$ cat src/rtl/pipe_pkg.sv
// pipe_pkg: shared constants and helpers for the pipeline register chain.
//   WIDTH_DEF / STAGES_DEF  default bundle width and stage count
//   IF_ID .. MEM_WB         stage indices of the classic five-stage datapath
//   cnt_w()                 bits needed to hold a count of 0..n
//   sat_add16()             16-bit add that sticks at 16'hFFFF
package pipe_pkg;

    localparam int WIDTH_DEF  = 32;
    localparam int STAGES_DEF = 4;

    localparam int IF_ID  = 0;
    localparam int ID_EX  = 1;
    localparam int EX_MEM = 2;
    localparam int MEM_WB = 3;

    function automatic int cnt_w(input int n);
        return $clog2(n + 1);
    endfunction

    function automatic logic [15:0] sat_add16(input logic [15:0] a, input logic [15:0] b);
        logic [16:0] s;
        s = {1'b0, a} + {1'b0, b};
        return s[16] ? 16'hFFFF : s[15:0];
    endfunction

endpackage

$ cat src/rtl/pipe_stage_reg.sv
// pipe_stage_reg: one pipeline register (valid bit plus WIDTH-bit bundle).
//   clk, reset    clock and synchronous active-high reset
//   load          take load_valid / load_data this cycle
//   load_valid    valid bit to load; 0 inserts a bubble
//   load_data     bundle to load (only captured with a valid bit)
//   clear         squash: drop the valid bit, wins over load
//   valid, data   current stage contents
module pipe_stage_reg
    import pipe_pkg::*;
#(
    parameter int WIDTH = WIDTH_DEF
) (
    input  logic             clk,
    input  logic             reset,
    input  logic             load,
    input  logic             load_valid,
    input  logic [WIDTH-1:0] load_data,
    input  logic             clear,
    output logic             valid,
    output logic [WIDTH-1:0] data
);

    logic             valid_q;
    logic [WIDTH-1:0] data_q;

    // A bubble keeps the old data; only the valid bit drops.
    always_ff @(posedge clk) begin
        if (reset) begin
            valid_q <= 1'b0;
            data_q  <= '0;
        end else if (clear) begin
            valid_q <= 1'b0;
        end else if (load) begin
            valid_q <= load_valid;
            if (load_valid) begin
                data_q <= load_data;
            end
        end
    end

    assign valid = valid_q;
    assign data  = data_q;

endmodule

$ cat src/rtl/pipe_chain.sv
// pipe_chain: chain of STAGES pipeline registers with per-stage valid bits,
// load-use stall (freeze young stages, bubble into stage HOLD_DEPTH), branch
// flush (squash stages below FLUSH_DEPTH) and valid/ready at both ends.
//   clk, reset                 clock, synchronous active-high reset
//   in_valid/in_ready/in_data  upstream handshake into stage 0
//   stall, flush               hazard hold / branch squash
//   out_valid/out_ready/out_data  oldest stage to the writeback consumer
//   stage_valid, stage_data    every stage exposed (stage i at [i*WIDTH +: WIDTH])
//   occupancy                  registered count of valid stages
//   stall_cycles, squash_count saturating event counters
module pipe_chain
    import pipe_pkg::*;
#(
    parameter int WIDTH       = WIDTH_DEF,
    parameter int STAGES      = STAGES_DEF,
    parameter int HOLD_DEPTH  = 1,
    parameter int FLUSH_DEPTH = 3
) (
    input  logic                       clk,
    input  logic                       reset,
    input  logic                       in_valid,
    output logic                       in_ready,
    input  logic [WIDTH-1:0]           in_data,
    input  logic                       stall,
    input  logic                       flush,
    output logic                       out_valid,
    input  logic                       out_ready,
    output logic [WIDTH-1:0]           out_data,
    output logic [STAGES-1:0]          stage_valid,
    output logic [STAGES*WIDTH-1:0]    stage_data,
    output logic [$clog2(STAGES+1)-1:0] occupancy,
    output logic [15:0]                stall_cycles,
    output logic [15:0]                squash_count
);

    localparam int OCC_W = cnt_w(STAGES);

    logic              stall_eff;
    logic [STAGES-1:0] v;
    logic [STAGES-1:0] v_next;
    logic [WIDTH-1:0]  d [STAGES];

    logic [OCC_W-1:0]  occ_q, occ_d;
    logic [15:0]       stall_q, stall_d;
    logic [15:0]       squash_q, squash_d;
    logic [15:0]       squash_pop;

    // Flush overrides stall entirely.
    assign stall_eff = stall && !flush;

    for (genvar g = 0; g < STAGES; g++) begin : g_stage
        localparam bit FREEZE    = (g < HOLD_DEPTH);
        localparam bit BUB_STALL = (g == HOLD_DEPTH);
        localparam bit BUB_FLUSH = (g == FLUSH_DEPTH);
        localparam bit SQUASH    = (g < FLUSH_DEPTH);

        logic             older_open;
        logic             open_s;
        logic             up_valid;
        logic             load_valid;
        logic             clr;
        logic [WIDTH-1:0] up_data;

        if (g == STAGES-1) begin : g_oldest
            assign older_open = out_ready;
        end else begin : g_inner
            assign older_open = g_stage[g+1].open_s;
        end

        if (g == 0) begin : g_youngest
            assign up_valid = in_valid;
            assign up_data  = in_data;
        end else begin : g_follow
            assign up_valid = v[g-1];
            assign up_data  = d[g-1];
        end

        // A stage can take new contents when it is empty or its occupant moves on.
        assign open_s = (!v[g] || older_open) && !(FREEZE && stall_eff);

        // The stage just above a frozen or squashed region receives a bubble.
        assign load_valid = up_valid
                            && !(BUB_STALL && stall_eff)
                            && !(BUB_FLUSH && flush);

        assign clr = SQUASH && flush;

        assign v_next[g] = clr ? 1'b0 : (open_s ? load_valid : v[g]);

        pipe_stage_reg #(.WIDTH(WIDTH)) u_reg (
            .clk        (clk),
            .reset      (reset),
            .load       (open_s),
            .load_valid (load_valid),
            .load_data  (up_data),
            .clear      (clr),
            .valid      (v[g]),
            .data       (d[g])
        );

        assign stage_data[g*WIDTH +: WIDTH] = d[g];
    end

    assign in_ready    = g_stage[0].open_s && !flush;
    assign stage_valid = v;
    assign out_valid   = v[STAGES-1];
    assign out_data    = d[STAGES-1];

    always_comb begin
        logic [STAGES-1:0] vs;
        squash_pop = '0;
        vs         = v;
        for (int i = 0; i < FLUSH_DEPTH; i++) begin
            squash_pop = squash_pop + {15'd0, vs[0]};
            vs         = vs >> 1;
        end

        occ_d = '0;
        vs    = v_next;
        for (int i = 0; i < STAGES; i++) begin
            occ_d = occ_d + {{(OCC_W-1){1'b0}}, vs[0]};
            vs    = vs >> 1;
        end

        stall_d  = stall_eff ? sat_add16(stall_q, 16'd1) : stall_q;
        squash_d = flush ? sat_add16(squash_q, squash_pop) : squash_q;
    end

    always_ff @(posedge clk) begin
        if (reset) begin
            occ_q    <= '0;
            stall_q  <= '0;
            squash_q <= '0;
        end else begin
            occ_q    <= occ_d;
            stall_q  <= stall_d;
            squash_q <= squash_d;
        end
    end

    assign occupancy    = occ_q;
    assign stall_cycles = stall_q;
    assign squash_count = squash_q;

endmodule
$ cat config.mk
export PLATFORM = sky130hd
export DESIGN_NAME = pipe_chain
export DESIGN_NICKNAME = d
export VERILOG_FILES = /design/src/rtl/pipe_pkg.sv /design/src/rtl/pipe_stage_reg.sv /design/src/rtl/pipe_chain.sv
export SDC_FILE = /design/constraint.sdc
export NUM_CORES = 1
export LEC_CHECK = 0
export ABC_AREA = 1
export CAP_MARGIN = 25
export CORE_MARGIN = 10
export CORE_UTILIZATION = 50
export DETAILED_ROUTE_END_ITERATION = 16
export HOLD_SLACK_MARGIN = 0.12
export PLACE_DENSITY = 0.95
export SYNTH_ARGS = -nofsm -noshare
export SYNTH_HDL_FRONTEND = slang
export SYNTH_SLANG_ARGS = --single-unit
$ cat constraint.sdc
create_clock -name clk -period 9.2 [get_ports clk]
set_clock_uncertainty 0.15 [all_clocks]
set_input_delay 2.76 -clock clk [delete_from_list [all_inputs] [get_ports clk]]
set_output_delay 2.76 -clock clk [all_outputs]
set_load 0.01 [all_outputs]
### After elaboration in Yosys (flattened, before gate mapping)

Index checks and enable logic that the tools add are counted.

* bits in registers: 167
* latch bits: 0
* memory bits (writable): 0
* bits in read-only memories: 0
* bits of input ports: 38
* output and inout port bits: 201
* logic and storage cells: 47
* memories kept: 0

* add/subtract/negate cells: 7
* multiply operators: 0
* div/mod/pow operators: 0
* $lt $le $gt $ge: 0
* equal/unequal tests: 0
* shifts and indexed selects: 0
* mux-type cells: 9
* bitwise operators: 1
* reduce and logical (&&, ||, !) cells: 19

Operators with widths (number)
* 16-bit 2-to-1 mux: 2
* 16-bit by 1-bit adder with 17-bit output (second input constant): 1
* 16-bit by 16-bit adder with 17-bit output: 1
* 16-bit by 1-bit adder with 16-bit output: 1
* 3-bit AND reduction: 3
* 1-bit 2-to-1 mux: 7
* 1-bit logical NOT: 6
* 1-bit logical AND: 5
* 1-bit by 1-bit adder with 2-bit output: 2
* 1-bit logical OR: 4
* 2-bit by 1-bit adder with 3-bit output: 1
* 3-bit by 1-bit adder with 3-bit output: 1
* 2-bit AND reduction: 1
* 1-bit inverter: 1

### Logic depth before layout (Yosys ltp)

* word-level depth: 11
* mapped depth: 13
* gate-level depth less buffers: 13

### By module

A second synthesis with hierarchy kept.

* cell total of the unflattened synthesis: 1203
* area, all modules: 7992.7 µm²

By module, submodules not included
* pipe_stage_reg: instances 4, cells each 210, area each 1366.3 µm², seq. area each 660.6 µm²
* pipe_chain: instances 1, cells each 363, area each 2527.4 µm², seq. area each 700.7 µm²

### Least setup slack after synthesis

No wires, ideal clock.

* kind: input to output
* from: in out_ready
* to: out in_ready
* data arrival time: 3395 ps
* required time: 6290 ps
* slack: 2895 ps
* stages on the path: 6
* buffers on the path: 0
* cells stage by stage: nor2_1 nand2_1 nor2_1 nand2_1 nand2_1 nor2_1

* longest elaborated chain between the ends: 6

Ends and longest elaborated chain
* start: declaration: line pipe_chain.sv:27 `input logic out_ready,`
* 1-bit logical OR (4 in series): line pipe_chain.sv:79 `assign open_s = (!v[g] || older_open) && !(FREEZE && stall_eff);`
* 1-bit logical AND: line pipe_chain.sv:79
* 1-bit logical AND: line pipe_chain.sv:104 `assign in_ready = g_stage[0].open_s && !flush;`
* end: declaration: line pipe_chain.sv:22 `output logic in_ready,`

Every way passes these cells.

### Worst setup path in the final report

* from: in flush
* to: out in_ready

* longest elaborated chain between the ends: 5

Ends and longest elaborated chain
* start: declaration: line pipe_chain.sv:25 `input logic flush,`
* 1-bit logical NOT (*): line pipe_chain.sv:49, pipe_chain.sv:104
* 1-bit logical AND: line pipe_chain.sv:49 `assign stall_eff = stall && !flush;`
* 1-bit logical NOT: line pipe_chain.sv:79
* 1-bit logical AND: line pipe_chain.sv:79
* 1-bit logical AND (*): line pipe_chain.sv:104

Mark *: on every way between the ends. The rest lies on a longest branch, timed or not.

==> results.md <==
* Period Utilization, post-route at 82.6%
* Yosys top cell by area: dfxtp_1
* DR vias at 7,188
* Num CTS Buffers at 17
* CP endpoint kind: primary output
* Pwr per Cell Area at 165 mW/mm^2
* Mapped Area at 0.00733 sq mm
* Synth top area share at 45.6%
* Post-synthesis sequential area ratio at 45.6%
* Min cycle time layout at 7.60 ns
* Final Max Slew Viols at 0
* RSZ-0062 raised after global routing: no
* Initial antenna violation count at 0
* Slew @ Worst Pin at 0.983 ns
* Final Instance Count excl. Fillers at 1,408
* Crit path arrival time at 4.69 ns
* Initial core utilization at 50.7%
* RR Startpoint: g_stage[3].u_reg.valid
* # Post-CTS Setup Buffers at 0
* Fmax at 132 MHz
* Reg2Reg Depth at 12
* Area of the multi-input gates at 0.00293 sq mm
* Setup crit start: flush
* MaxCap Viol Count at 0
* Remaining Overflow, GRT at 0
* Root buffer cell: clkbuf_16
* Final setup viols at 0
* Area grow syn2layout at 38.2%
* Post-DP Area at 0.00950 sq mm
* Filler Cell Count at 1,100
* Crit-path cells: clkdlybuf4s50_1, inv_6, nand2_4, nand2_1, nor2_1, clkdlybuf4s50_1
* Die Ht at 141 um
* VDD IR-drop max at 0.000123 V
* PostCTS Resize Cnt at 0
* Port-buffer cells at 238
* Ys flop type: dfxtp_1
* Yosys cell types at 35
* Clock buffer depth at 2
* Top post-synthesis cells by count: 202 x nor2_1, 167 x dfxtp_1, 152 x nand2_1, 148 x inv_1, 114 x o21ai_0
* GRT Util Overall at 21.9%
* Routed len/inst at 16.1 um
* Clock transition at path regs at 0.07 ns
* Syn Inst Count at 1,034
* Final WL at 22.7 mm
* Worst setup SP type: input port
* Syn. warnings at 0
* Synth area leaders: dfxtp_1 46%, nor2_1 10%, o21ai_0 7.8%, nand2_1 7.8%, inv_1 7.6%
* CP max stage delay at 0.94 ns
* TNS Setup at 0 ns
* Layout cells sized above 1 at 3.76%
* First-pass GRT wire length at 35.5 mm
* Worst hold path depth at 2
* Syn avg cell area at 7.09 sq um
* CTS tree: done
* Worst-path cell with the longest stage delay: clkdlybuf4s50_1
* Hold path startpoint: g_stage[0].u_reg.data[22]
* First-pass detailed-route iteration total at 7
* Synth async-reset ratio at 0%
* Post-synth EDFFs at 0
* Sequential cell area at 0.00334 sq mm
* H-tree levels at 4
* Yosys reg bits at 167
* Post-DRT Antenna Nets at 0
* Global placement routability congestion at 0.877
* Crit-path max FO at 18
* DRC errors left at 0
* Syn nets at 1,084
* DR vias/cell at 5.11
* HP Class: flop to flop
* Post-DP HPWL at 16.7 mm
* Vias in the first global route at 6,623
* Req. time, crit path at 6.29 ns
* Cell count after placement at 1,376
* IO Count at 239
* Die footprint at 0.0199 sq mm
* Slew HR at 34.4%
* Clk sinks at 167
* Nets@finish at 1,261
* Most frequent CP cell: clkdlybuf4s50_1
* Chip width at 141 um
* Clock Latency Late Sink at 0.42 ns
* Iter 0 DRT Violations at 594
* Cell area after layout at 0.0101 sq mm
* Core box area at 0.0145 sq mm
* Largest net degree at the start of global routing at 79
* Worst hold slack at 0.322 ns
* Most common cell in the netlist: nor2_1
* # hold bufs at CTS at 0
* Status: complete, no violations
* # diodes at 0
* WS Path Type: input port to primary output
* Endpoints failing hold at 0
* Leak Pwr at 4.33 nW
* Number of cell rows at 44
[placed cells by master, fill, tap and decap left out, types with 9 or more instances in the layout]
master	Yosys	final
nand4_1	9	9
clkdlybuf4s50_1	0	238
clkbuf_16	0	17
ha_1	9	9
a21oi_1	49	49
inv_1	148	147
nand2_1	152	152
nand3_1	61	61
nor2_1	202	201
o21ai_0	114	114
dfxtp_1	167	167
[stage by stage]
stage | setup slack, ns | total power [mW] | util, %
2_1_floorplan | 2.90 | 0.834 | -
6_report | 1.60 | 1.67 | 70.0
3_3_place_gp | 1.64 | 0.896 | 65.6
5_1_grt | 1.49 | 1.72 | 70.0
3_5_place_dp | 1.61 | 0.900 | 65.6
4_1_cts | 1.60 | 1.67 | 70.0
[worst max-delay path: cells and delay by family]
kind	cells	cell delay (ns)
simple gates	3	0.34
buf+inv	3	1.59
[worst paths after layout]
| check | slack, ns | to |
|---|---|---|
| max | 1.60 | in_ready |
| min | 0.32 | g_stage[1].u_reg.data[22] |
| max reg2reg | 5.71 | occupancy[1] |
| min reg2reg | 0.32 | g_stage[1].u_reg.data[22] |
[per-layer routing]
metal / GRT usage [%] / up-vias / share of wire (%)
met5: 0 / - / 0
met4: 13.2 / 0 / 5.3
met3: 6.68 / 64 / 8.6
met2: 33.6 / 311 / 46
met1: 26.3 / 3268 / 40
li1: - / 3545 / -
[cells by family after synthesis]
logic type / share of synthesized area [%]
AOI/OAI and AO/OA: 12.2
and+or+nand+nor: 24.8
buffers and inverters: 14.4
xor gates and xnor gates: 0.597
DFF: 45.6
adders and majority gates: 2.35
[cell type report]
type                            instances  area share (%)
Sequential cell                       167            33.0
Multi-Input combinational cell        632            28.9
Timing Repair Buffer                  242            23.8
Clock buffer                           20            4.41
Clock inverter                         12            1.95
Inverter                              151            5.68
Tap cell                              184            2.27
[state kept, by name (all words and copies together), names as in the netlist]
register and count:
g_stage.u_reg.valid 4, g_stage.u_reg.data 128, occupancy 3, squash_count 16, stall_cycles 16
[power breakdown]
group / switching, mW / internal [mW] / total, mW / leakage (nW)
Combinational: 0.0733 / 0.0623 / 0.136 / 2.66
Clock: 0.295 / 0.490 / 0.785 / 0.311
Sequential: 0.0113 / 0.739 / 0.750 / 1.35
Total: 0.380 / 1.29 / 1.67 / 4.33
(Power assumes the default switching activity.)
